--- config.mk ---
export PLATFORM = sky130hd
export DESIGN_NAME = nvr_bootread
export DESIGN_NICKNAME = d
export VERILOG_FILES = /design/src/rtl/nvr_bootread.sv
export SDC_FILE = /design/constraint.sdc
export NUM_CORES = 1
export LEC_CHECK = 0
export ABC_AREA = 1
export BUFFER_PORTS_ARGS = -buffer_cell sky130_fd_sc_hd__buf_4
export CAP_MARGIN = 20
export CORE_AREA = 2 2 208 210
export DETAILED_ROUTE_END_ITERATION = 8
export DIE_AREA = 0 0 210 212
export PLACE_DENSITY = 0.56
export REMOVE_ABC_BUFFERS = 1
export SLEW_MARGIN = 0
export SYNTH_ARGS = -nofsm -noshare
export SYNTH_HDL_FRONTEND = slang
export SYNTH_SLANG_ARGS = --single-unit
--- constraint.sdc ---
create_clock -name clk -period 1.9 [get_ports clk]
set_input_delay 0.19 -clock clk [delete_from_list [all_inputs] [get_ports clk]]
set_output_delay 0.19 -clock clk [all_outputs]
set_load 0.05 [all_outputs]
--- src/rtl/nvr_bootread.sv ---
// Boot-time NVR row reader: fetches NROW rows with per-row retry, strobes each row out,
// and paces group boundaries on consumer ready before flagging completion.
//   state | meaning
//   IDLE  | waiting for start
//   REQ   | read request outstanding for row idx
//   EMIT  | one-cycle row-valid strobe
//   GAP   | two-cycle spacing after a strobe
//   GWAIT | group boundary, waiting for brready of the group
//   DONE  | all rows delivered, sticky until reset
module nvr_bootread #(
    parameter  int BRC       = 128,
    parameter  int BRDW      = 256,
    parameter  int BRNUM_CMS = 1,
    parameter  int BRNUM_IPM = 3,
    parameter  int BRNUM_CFG = 12,
    parameter  int RDBASE    = 0,
    parameter  int RETRY     = 2,
    localparam int BRCW      = $clog2(BRC)
) (
    input  logic            clk,
    input  logic            reset,
    input  logic            start,
    output logic            rd_req,
    output logic [BRCW-1:0] rd_addr,
    input  logic            rd_ack,
    input  logic [BRDW-1:0] rd_data,
    input  logic            rd_err,
    output logic            brvld,
    output logic [BRCW-1:0] bridx,
    output logic [BRDW-1:0] brdat,
    input  logic [3:0]      brready,
    output logic            brdone,
    output logic            brerr
);
    localparam int NROW = BRNUM_CMS + BRNUM_IPM + BRNUM_CFG;
    localparam int RW   = (RETRY > 0) ? $clog2(RETRY + 1) : 1;

    localparam logic [BRCW-1:0] LAST0     = BRCW'(BRNUM_CMS - 1);
    localparam logic [BRCW-1:0] LAST1     = BRCW'(BRNUM_CMS + BRNUM_IPM - 1);
    localparam logic [BRCW-1:0] LAST2     = BRCW'(NROW - 1);
    localparam logic [BRCW-1:0] BASE      = BRCW'(RDBASE);
    localparam logic [RW-1:0]   RETRY_MAX = RW'(RETRY);

    typedef enum logic [2:0] {
        S_IDLE, S_REQ, S_EMIT, S_GAP, S_GWAIT, S_DONE
    } state_t;

    state_t          r_state, w_state_nxt;
    logic [BRCW-1:0] r_idx, w_idx_nxt;
    logic [BRCW-1:0] r_rd_addr, w_rd_addr_nxt;
    logic [BRCW-1:0] r_bridx, w_bridx_nxt;
    logic [BRDW-1:0] r_brdat, w_brdat_nxt;
    logic [RW-1:0]   r_retry, w_retry_nxt;
    logic            r_gap, w_gap_nxt;
    logic [1:0]      r_grp, w_grp_nxt;
    logic            r_brerr, w_brerr_nxt;
    logic            w_grp_last;
    logic [1:0]      w_grp_of_idx;

    always_comb begin
        w_grp_last    = (r_idx == LAST0) || (r_idx == LAST1) || (r_idx == LAST2);
        w_grp_of_idx  = (r_idx <= LAST0) ? 2'd0 : ((r_idx <= LAST1) ? 2'd1 : 2'd2);
        w_state_nxt   = r_state;
        w_idx_nxt     = r_idx;
        w_rd_addr_nxt = r_rd_addr;
        w_bridx_nxt   = r_bridx;
        w_brdat_nxt   = r_brdat;
        w_retry_nxt   = r_retry;
        w_gap_nxt     = r_gap;
        w_grp_nxt     = r_grp;
        w_brerr_nxt   = r_brerr;
        case (r_state)
            S_IDLE: begin
                if (start) begin
                    w_state_nxt   = S_REQ;
                    w_idx_nxt     = '0;
                    w_retry_nxt   = '0;
                    w_rd_addr_nxt = BASE;
                end
            end
            S_REQ: begin
                if (rd_ack) begin
                    if (!rd_err) begin
                        w_brdat_nxt = rd_data;
                        w_bridx_nxt = r_idx;
                        w_state_nxt = S_EMIT;
                    end else if (r_retry < RETRY_MAX) begin
                        w_retry_nxt = r_retry + RW'(1);
                    end else begin
                        // Row is unreadable: deliver zeros so the consumer still sees every index.
                        w_brdat_nxt = '0;
                        w_brerr_nxt = 1'b1;
                        w_bridx_nxt = r_idx;
                        w_state_nxt = S_EMIT;
                    end
                end
            end
            S_EMIT: begin
                w_gap_nxt   = 1'b1;
                w_state_nxt = S_GAP;
            end
            S_GAP: begin
                if (r_gap) begin
                    w_gap_nxt = 1'b0;
                end else begin
                    w_retry_nxt = '0;
                    if (w_grp_last) begin
                        w_grp_nxt   = w_grp_of_idx;
                        w_state_nxt = S_GWAIT;
                    end else begin
                        w_idx_nxt     = r_idx + BRCW'(1);
                        w_rd_addr_nxt = BASE + r_idx + BRCW'(1);
                        w_state_nxt   = S_REQ;
                    end
                end
            end
            S_GWAIT: begin
                // After the CFG group, the final-ready bit is sampled in a later cycle.
                if (brready[r_grp]) begin
                    if (r_grp == 2'd2) begin
                        w_grp_nxt = 2'd3;
                    end else if (r_grp == 2'd3) begin
                        w_state_nxt = S_DONE;
                    end else begin
                        w_idx_nxt     = r_idx + BRCW'(1);
                        w_rd_addr_nxt = BASE + r_idx + BRCW'(1);
                        w_state_nxt   = S_REQ;
                    end
                end
            end
            S_DONE:  w_state_nxt = S_DONE;
            default: w_state_nxt = S_IDLE;
        endcase
    end

    always_ff @(posedge clk) begin
        if (reset) begin
            r_state   <= S_IDLE;
            r_idx     <= '0;
            r_rd_addr <= '0;
            r_bridx   <= '0;
            r_brdat   <= '0;
            r_retry   <= '0;
            r_gap     <= 1'b0;
            r_grp     <= 2'd0;
            r_brerr   <= 1'b0;
        end else begin
            r_state   <= w_state_nxt;
            r_idx     <= w_idx_nxt;
            r_rd_addr <= w_rd_addr_nxt;
            r_bridx   <= w_bridx_nxt;
            r_brdat   <= w_brdat_nxt;
            r_retry   <= w_retry_nxt;
            r_gap     <= w_gap_nxt;
            r_grp     <= w_grp_nxt;
            r_brerr   <= w_brerr_nxt;
        end
    end

    assign rd_req  = (r_state == S_REQ);
    assign rd_addr = r_rd_addr;
    assign brvld   = (r_state == S_EMIT);
    assign bridx   = r_bridx;
    assign brdat   = r_brdat;
    assign brdone  = (r_state == S_DONE);
    assign brerr   = r_brerr;
endmodule
* Word-level counts from Yosys, hierarchy flattened *
Cells that the tools add are included.

storage, ports and cells
  memory bits (writable) = 0
  bits in registers = 279
  word-level logic and storage cells = 88
  bits in read-only memories = 0
  input bits = 265
  memories = 0
  bits in latches = 0

operators by class
  add/sub/neg operators = 2
  div/mod/pow operators = 0
  equal/unequal tests = 22
  multipliers = 0
  shift-type cells = 0
  order comparisons = 4
  reductions and logical operators = 14
  bitwise logic cells = 1
  multiplexer cells = 37

operators with widths
  operator                                                                          number
  256-bit two-way mux                                                               2
  7-bit two-way mux                                                                 8
  3-bit two-way mux                                                                 9
  2-bit two-way mux                                                                 11
  7-bit case mux with 3 select lines                                                1
  2-bit inequality test, second input constant                                      9
  3-bit case mux with 6 select lines                                                1
  6-bit AND reduction                                                               2
  7-bit by 1-bit adder with 7-bit output, second input constant                     1
  7-bit by 2-bit == test with 1-bit output, second input constant                   1
  7-bit by 4-bit == test with 1-bit output, second input constant                   1
  7-bit by 1-bit less-or-equal comparator with 1-bit output, second input constant  1
  7-bit by 2-bit less-or-equal comparator with 1-bit output, second input constant  1
  7-bit logical NOT                                                                 1
  7-bit AND reduction                                                               1
  3-bit by 2-bit == test with 1-bit output, second input constant                   2
  3-bit == test, second input constant                                              2
  2-bit by 1-bit inequality test with 1-bit output, second input constant           3
  2-bit case mux with 3 select lines                                                1
  3-bit nonzero test                                                                2
  5-bit AND reduction                                                               1
  2-bit == test, second input constant                                              2
  2-bit case mux with 2 select lines                                                1
  4-bit AND reduction                                                               1
  13 further kinds                                                                  15

* Depth between registers and ports, before layout *
Gate-level depths: netlist of run 1.

  depth after elaboration = 6
  mapped depth = 12

* Worst setup path before layout of run 1 *
OpenSTA, ideal clock, no wires.

  path type = register -> register
  start = register r_state[2]
  end = register r_state[2]
  data required time = 1.830 ns
  setup slack = -0.098 ns
  stages on the path, launching flop included = 6
  buffers on the path = 0
  setup time = 0.070 ns
  arrival time = 1.927 ns
  cells stage by stage = dfxtp_1 -> inv_2 -> nor3_1 -> nand3b_1 -> nand2_1 -> a21oi_1

RTL lines
  item                                line  source
  start: declaration                  48    state_t r_state, w_state_nxt;
  start signal: assignment            148   r_state <= w_state_nxt;
  3-bit == test                       -
  named net brdone                    32    output logic brdone,
  3-bit case mux with 6 select lines  72    case (r_state)

The timed path passes the listed nets, and every way through them passes these cells.
A chain may end at the register's enable or synchronous reset.

* Worst setup path in the final report of run 1 *
  start = register r_state[2]
  end = register r_brdat[111], in the netlist brdat[111]

between the ends
  word-level cells in the longest chain between the ends = 2

ends and longest elaborated chain
  item                                      line  source
  3-bit by 1-bit == test with 1-bit output  72
  3-bit AND reduction (no line)             -
  end signal: assignment                    152   r_brdat <= w_brdat_nxt;
  end: declaration                          52    logic [BRDW-1:0] r_brdat, w_brdat_nxt;

Every way passes these cells.

==> summary.md, run 1 <==
| Metric | Value |
|---|---|
| Vias in the first global route | `12.4k` |
| GR Overflow Total | `0` |
| Final core occ | `0.454` |
| Detailed Route Iter0 Violations | `776` |
| Via density | `4.69` |
| Total wire length | `44400 um` |
| RSZ-0062 raised after global routing | `true` |
| Dpl hpwl | `27700 um` |
| Crit-path cells | `inv_2, nand2_2, nor2_4, o21ai_2, nor2_4, buf_12, buf_4, buf_16, nand3_2, a21oi_2` |
| Avg Cell Area, Syn | `7.80 sq um` |
| Final setup fails | `0` |
| Initial antenna violation count | `0` |
| Overall Global Routing Usage | `0.180` |
| Ant. Diodes | `0` |
| Critical-path top delay cell | `dfxtp_2` |
| Boundary Pins | `539` |
| Die width | `210 um` |
| Mapped Cells | `1338` |
| Placement Rows | `76` |
| H-tree depth | `2` |
| Worst hold path type | `in2reg` |
| Status | `completed` |
| Maximum clock frequency | `548 MHz` |
| Drt pass-1 iters | `5` |
| DP Worst Slack | `145 ps` |
| CTS Buf Count | `34` |
| Met2 wire length | `21500 um` |
| Warnings, synthesis | `0` |
| Clock Latency Late Sink | `520 ps` |
| Final Non-Filler Cells | `2677` |
| CTS tree | `done` |
| Synthesized flop and latch total | `279` |
| Initial Util | `0.246` |
| Pwr dens | `850 mW/mm^2` |
| Die height | `212 um` |
| Critical Path RT | `2350 ps` |
| Final Hold Fails | `0` |
| Critical Path Max Stage Delay | `350 ps` |
| Nets | `2375` |
| Number of synthesized flops with an enable pin | `0` |
| Area occupied by multi-input gates | `0.00435 sq mm` |
| Routed wire per std cell | `16.6 um` |
| Crit path top cell by count | `nor2_4` |
| Share of cells above drive strength 1 | `0.327` |
| Final min period | `1820 ps` |
| Max clock buf depth | `3` |
| IO Port Bufs | `538` |
| Antenna Nets Post-Route | `0` |
| Max Slew Vio Count | `0` |
| Maximum VDD drop | `746 uV` |
| Maxcap violations | `0` |
| Core ar. | `0.0425 sq mm` |
| Crit path max fanout | `20` |
| Worst setup slack after layout | `75.6 ps` |
| Leak | `7.98 nW` |
| CTS root buf | `clkbuf_16` |
| Clock Pin Slew Worst Setup and Hold Paths | `60 ps` |
| DR top layer | `met4` |
| Final Cycle Share | `0.960` |
| Total design power | `16.4 mW` |
| First-pass GRT wire length | `64800 um` |
| Crit start category | `flop` |
| Critical path arrival | `2270 ps` |
| FFs w/ async S/R, synth | `0` |
| Storage element area | `0.00559 sq mm` |
| P&R area growth vs syn | `85.0%` |
| Endpoint class of the critical path | `flop` |
| Placed Cells | `2349` |
| Clk sink count | `279` |
| Routed vias | `12.5k` |
| RD Place Congestion | `0.858` |
| Post-synthesis sequential area ratio | `0.535` |
| Largest net degree at the start of global routing | `142` |
| Worst slew pin tran | `734 ps` |
| Relative slew slack | `0.510` |
| Critical path class | `reg2reg` |
| Ys flop type | `dfxtp_1` |
| # DRC | `0` |
| Clock Skew | `11.5 ps` |
| Die Footprint | `0.0445 sq mm` |
| WL met1 | `17900 um` |
| Syn Std Cell Area | `0.0104 sq mm` |
| Fill count | `3974` |
| Unique masters post-synth | `24` |
| Length of routed met3 wiring | `2930 um` |
## repair_timing
action / 4_1_cts / 5_1_grt
setup buffers: 0 / 9
resized for setup: 0 / 57
hold buffers: 252 / 0
endpoints found under the setup margin: 0 / 32
hold endpoints to repair: 252 / 0
## layout make-up
type / count / share of cell area
well taps: 546 / 0.0354
repair buffers: 850 / 0.386
clock inverters: 9 / 0.00415
multi-input cells: 913 / 0.225
inverters: 30 / 0.00648
clock buffers: 50 / 0.0534
flip-flops and latches: 279 / 0.289
## stage by stage
step | setup TNS, ps | hold slack [ps] | cell area [sq um]
3_3_place_gp | 0 | 452 | 15200
4_1_cts | 0 | 6.13 | 18800
6_report | 0 | 48.1 | 19300
5_1_grt | -317 | 40.3 | 19300
2_1_floorplan | -1868840 | 259 | 9910
3_5_place_dp | 0 | 455 | 15200
## registers in the layout, summed over array words and instances, names as in the netlist
signal / cells
brerr: 1
r_grp: 2
r_gap: 1
brdat: 256
r_retry: 2
rd_addr: 7
r_state: 3
bridx: 7
## cells in the final DEF, fill, tap and decap left out, types with 27 or more instances in the layout
cell type	synthesis	routed
buf_4	13	564
clkbuf_16	0	44
inv_1	27	27
dfxtp_1	279	278
nand3_1	264	261
nor2_1	35	35
nand2_1	300	300
dlygate4sd3_1	0	252
a21oi_1	276	244
a21oi_2	0	32
## power by group
| part | internal, mW | total, mW | switching (mW) |
|---|---|---|---|
| Combinational | 1.55 | 3.68 | 2.14 |
| Clock | 3.90 | 6.49 | 2.60 |
| Sequential | 6.08 | 6.25 | 0.168 |
## critical path, delay by kind of cell, from the launching register on
kind,cells,cell delay (ps)
DFF,1,350
AOI/OAI and AO/OA,2,280
buffers and inverters,4,540
and+or+nand+nor,4,560
## synthesized netlist by cell type (4+ instances only)
cell type,number,area [sq um]
o21ai_0,15,75.1
nand3_1,264,1320
inv_1,27,101
buf_2,33,165
nor2_1,35,131
xor2_1,4,35.0
nand4_1,6,37.5
buf_4,13,97.6
a21oi_1,276,1380
clkbuf_1,68,255
nand2_1,300,1130
dfxtp_1,279,5590
## kinds of logic after synthesis
group | synth area share
and+or+nand+nor | 0.257
xor gates and xnor gates | 0.00336
DFF | 0.535
AOI/OAI and AO/OA | 0.141
adders and majority gates | 0.00240
buffers and inverters | 0.0611
## metal layers
| layer | vias up | global-route usage |
|---|---|---|
| met5 | - | 0 |
| met2 | 481 | 0.306 |
| met4 | 0 | 0.0978 |
| met3 | 126 | 0.0459 |
| li1 | 6050 | - |
| met1 | 5888 | 0.207 |
## path summary, 6_finish.rpt
kind	startpoint	endpoint	slack (ps)	cells after the start
min	rd_data[25]	brdat[25]$_SDFFE_PP0P_	50	4
max	r_state[2]$_SDFFE_PP0P_	brdat[111]$_SDFFE_PP0P_	80	10
min reg2reg	brdat[17]$_SDFFE_PP0P_	brdat[17]$_SDFFE_PP0P_	460	2
max reg2reg	r_state[2]$_SDFFE_PP0P_	brdat[111]$_SDFFE_PP0P_	80	10
No activity file was read; power rests on OpenSTA's default activity.
==> run 2, diff against run 1 <==
--- a/config.mk
+++ b/config.mk
@@ -8,10 +8,11 @@
 export ABC_AREA = 1
 export BUFFER_PORTS_ARGS = -buffer_cell sky130_fd_sc_hd__buf_4
 export CAP_MARGIN = 20
-export CORE_AREA = 2 2 208 210
+export CORE_AREA = 2 2 210 212
+export CTS_BUF_LIST = sky130_fd_sc_hd__clkbuf_2 sky130_fd_sc_hd__clkbuf_4 sky130_fd_sc_hd__clkbuf_8
 export DETAILED_ROUTE_END_ITERATION = 8
-export DIE_AREA = 0 0 210 212
-export PLACE_DENSITY = 0.56
+export DIE_AREA = 0 0 212 214
+export PLACE_DENSITY = 0.57
 export REMOVE_ABC_BUFFERS = 1
 export SLEW_MARGIN = 0
 export SYNTH_ARGS = -nofsm -noshare
==> summary.md, run 2 (synthesized netlist as in run 1, its figures left out) <==
| Metric | Value |
|---|---|
| Status | `completed (unchanged)` |
| Critical path arrival | `2310 ps (was 2270 ps)` |
| Leading cell type in the layout, fill and taps excluded | `buf_4 (unchanged)` |
| Crit path max fanout | `33 (was 20)` |
| Clk sink count | `279 (unchanged)` |
| Overall Global Routing Usage | `0.178 (was 0.180)` |
| Antenna Nets Post-Route | `0 (unchanged)` |
| Maximum clock frequency | `556 MHz (was 548 MHz)` |
| Initial antenna violation count | `2 (was 0)` |
| RSZ-0062 raised after global routing | `false (was true)` |
| CTS Buf Count | `50 (was 34)` |
| Final core occ | `0.441 (was 0.454)` |
| Crit path top cell by count | `buf_12 (was nor2_4)` |
| Pwr dens | `835 mW/mm^2 (was 850 mW/mm^2)` |
| Clock Latency Late Sink | `590 ps (was 520 ps)` |
| Clock Pin Slew Worst Setup and Hold Paths | `60 ps (about the same)` |
| CTS tree | `done (unchanged)` |
| Via density | `4.54 (was 4.69)` |
| Drt pass-1 iters | `5 (unchanged)` |
| Final Instance Area | `0.0189 sq mm (was 0.0193 sq mm)` |
| Logic gate share of total power | `0.223 (was 0.224)` |
| Most frequent cells in the layout | `554 x buf_4, 300 x nand2_1, 276 x a21oi_1, 276 x dfxtp_1, 264 x nand3_1 (was 564 x buf_4, 300 x nand2_1, 278 x dfxtp_1)` |
| Fill count | `4120 (was 3974)` |
| Dpl hpwl | `27800 um (was 27700 um)` |
| Sw Pwr | `4.78 mW (was 4.90 mW)` |
| Worst slew pin tran | `750 ps (was 734 ps)` |
| CTS root buf | `clkbuf_8 (was clkbuf_16)` |
| Final Hold Fails | `0 (unchanged)` |
| Vias in the first global route | `12.3k (was 12.4k)` |
| Routed vias | `12.4k (was 12.5k)` |
| Leak | `7.86 nW (was 7.98 nW)` |
| Worst hold path type | `in2reg (unchanged)` |
| Endpoint class of the critical path | `flop (unchanged)` |
| Seq pwr share | `0.395 (was 0.381)` |
| Nets | `2375 (unchanged)` |
| Cell Area, Placed | `0.0152 sq mm (about the same)` |
| Placement Rows | `76 (unchanged)` |
| Clock Skew | `14.0 ps (was 11.5 ps)` |
| Largest net degree at the start of global routing | `138 (was 142)` |
| Die height | `214 um (was 212 um)` |
| Initial Util | `0.243 (was 0.246)` |
| Core ar. | `0.0429 sq mm (was 0.0425 sq mm)` |
| First-pass GRT wire length | `65900 um (was 64800 um)` |
| Sw frac | `0.303 (was 0.298)` |
| Total design power | `15.8 mW (was 16.4 mW)` |
| Max FFs per register | `256 (unchanged)` |
| Critical Path Max Stage Delay | `320 ps (was 350 ps)` |
| Crit start category | `flop (unchanged)` |
| Relative slew slack | `0.500 (was 0.510)` |
| Total wire length | `42600 um (was 44400 um)` |
| Die Footprint | `0.0454 sq mm (was 0.0445 sq mm)` |
| CP Buf/Inv Count | `4 (unchanged)` |
| Pint | `11.0 mW (was 11.5 mW)` |
| # DRC | `0 (unchanged)` |
| Max Slew Vio Count | `0 (unchanged)` |
| Final min period | `1800 ps (was 1820 ps)` |
| Final setup fails | `0 (unchanged)` |
| Crit-path cells | `inv_2, nand2_2, nor2_4, o21ai_2, nor2_4, buf_12, buf_12, buf_12, nand3_1, a21oi_1 (was inv_2, nand2_2, nor2_4, o21ai_2, nor2_4, buf_12, buf_4, buf_16, nand3_2, a21oi_2)` |
| Boundary Pins | `539 (unchanged)` |
| H-tree depth | `2 (unchanged)` |
| Routed wire per std cell | `15.6 um (was 16.6 um)` |
| Critical Path Source | `r_state[2]$_SDFFE_PP0P_ (unchanged)` |
| FF-to-FF Start | `r_state[2]$_SDFFE_PP0P_ (unchanged)` |
| Maximum VDD drop | `716 uV (was 746 uV)` |
| CP delay by family, top | `buffers and inverters (was simple AND/OR/NAND/NOR gates)` |
| RD Place Congestion | `0.861 (was 0.858)` |
| Final Cycle Share | `0.946 (was 0.960)` |
| GR Overflow Total | `0 (unchanged)` |
| Maxcap violations | `0 (unchanged)` |
| Share of cells above drive strength 1 | `0.316 (was 0.327)` |
| Critical Path RT | `2420 ps (was 2350 ps)` |
| HP Start | `rd_ack (was rd_data[25])` |
| Clock power share | `0.382 (was 0.395)` |
| IO Port Bufs | `538 (unchanged)` |
| Critical-path top delay cell | `dfxtp_1 (was dfxtp_2)` |
| P&R area growth vs syn | `81.3% (was 85.0%)` |
| Max clock buf depth | `3 (unchanged)` |
| Die width | `212 um (was 210 um)` |
| Detailed Route Iter0 Violations | `659 (was 776)` |
| Critical path class | `reg2reg (unchanged)` |
## run 2: cell count changes in the layout (fill, tap and decap cells not counted), moves of 3 or more
cell,previous run,this run
dlygate4sd3_1,252,258
clkbuf_4,0,14
nand3_1,261,264
clkbuf_1,5,0
a21oi_1,244,276
buf_12,16,20
a21oi_2,32,0
nand3_2,3,0
buf_8,5,0
clkbuf_16,44,0
buf_4,564,554
clkbuf_8,11,67
## run 2: final timing paths
| check | endpoint | slack (ps) | depth (start not counted) |
|---|---|---|---|
| hold reg to reg | brdat[232]$_SDFFE_PP0P_ | 460 | 2 |
| setup reg to reg | brdat[115]$_SDFFE_PP0P_ | 100 | 10 |
| setup / recovery | brdat[115]$_SDFFE_PP0P_ | 100 | 10 |
| hold / removal | brerr$_SDFFE_PP0P_ | 80 | 5 |
## run 2: final cells by class
| cell class | instances | area, sq um | area share |
|---|---|---|---|
| Clock inverter | 8 | 72.6 | 0.00383 |
| Timing Repair Buffer | 834 | 7170 | 0.379 |
| Multi-Input combinational cell | 913 | 4220 | 0.223 |
| Inverter | 30 | 125 | 0.00661 |
| Clock buffer | 80 | 1010 | 0.0535 |
| Antenna cell | 2 | 5.00 | 0.000264 |
| Tap cell | 585 | 732 | 0.0387 |
| Sequential cell | 279 | 5590 | 0.295 |
## run 2: timing repair
item / in CTS / in global routing
hold endpoints to repair: 257 / 0
gates resized for setup: 2 / 4
hold buffers: 258 / 0
endpoints found under the setup margin: 2 / 5
setup buffers: 0 / 0
## run 2: power by group through the flow
stage	combinational [mW]	sequential [mW]	clock, mW
after floorplan	0.935	7.05	0
after global placement	3.03	6.35	0
after detailed placement	3.05	6.36	0
after CTS	3.51	6.24	6.28
after global routing	3.76	6.27	6.52
final	3.52	6.24	6.04
## run 2: routing by layer
layer / track usage / vias up / share of wire
met2: 0.310 / 450 / 0.48
met1: 0.202 / 5795 / 0.41
met5: 0 / - / 0
met3: 0.0503 / 101 / 0.073
li1: - / 6044 / -
met4: 0.0800 / 0 / 0.036
## run 2: worst register-to-register path: stages (launching register included)
cell	delay [ps]
dfxtp_1	320
inv_2	100
nand2_2	80
nor2_4	110
o21ai_2	90
nor2_4	160
buf_12	170
buf_12	200
buf_12	210
nand3_1	100
a21oi_1	200
## run 2: per-stage QoR
stage	TNS, ps	hold WS, ps	cells	setup WS [ps]
finish	0	75.9	2731	103
global route	0	135	2731	3.89
CTS	0	3.30	2729	53.1
detailed placement	0	454	2383	189
global placement	0	451	2383	221
floorplan	-1868840	259	1222	-7120
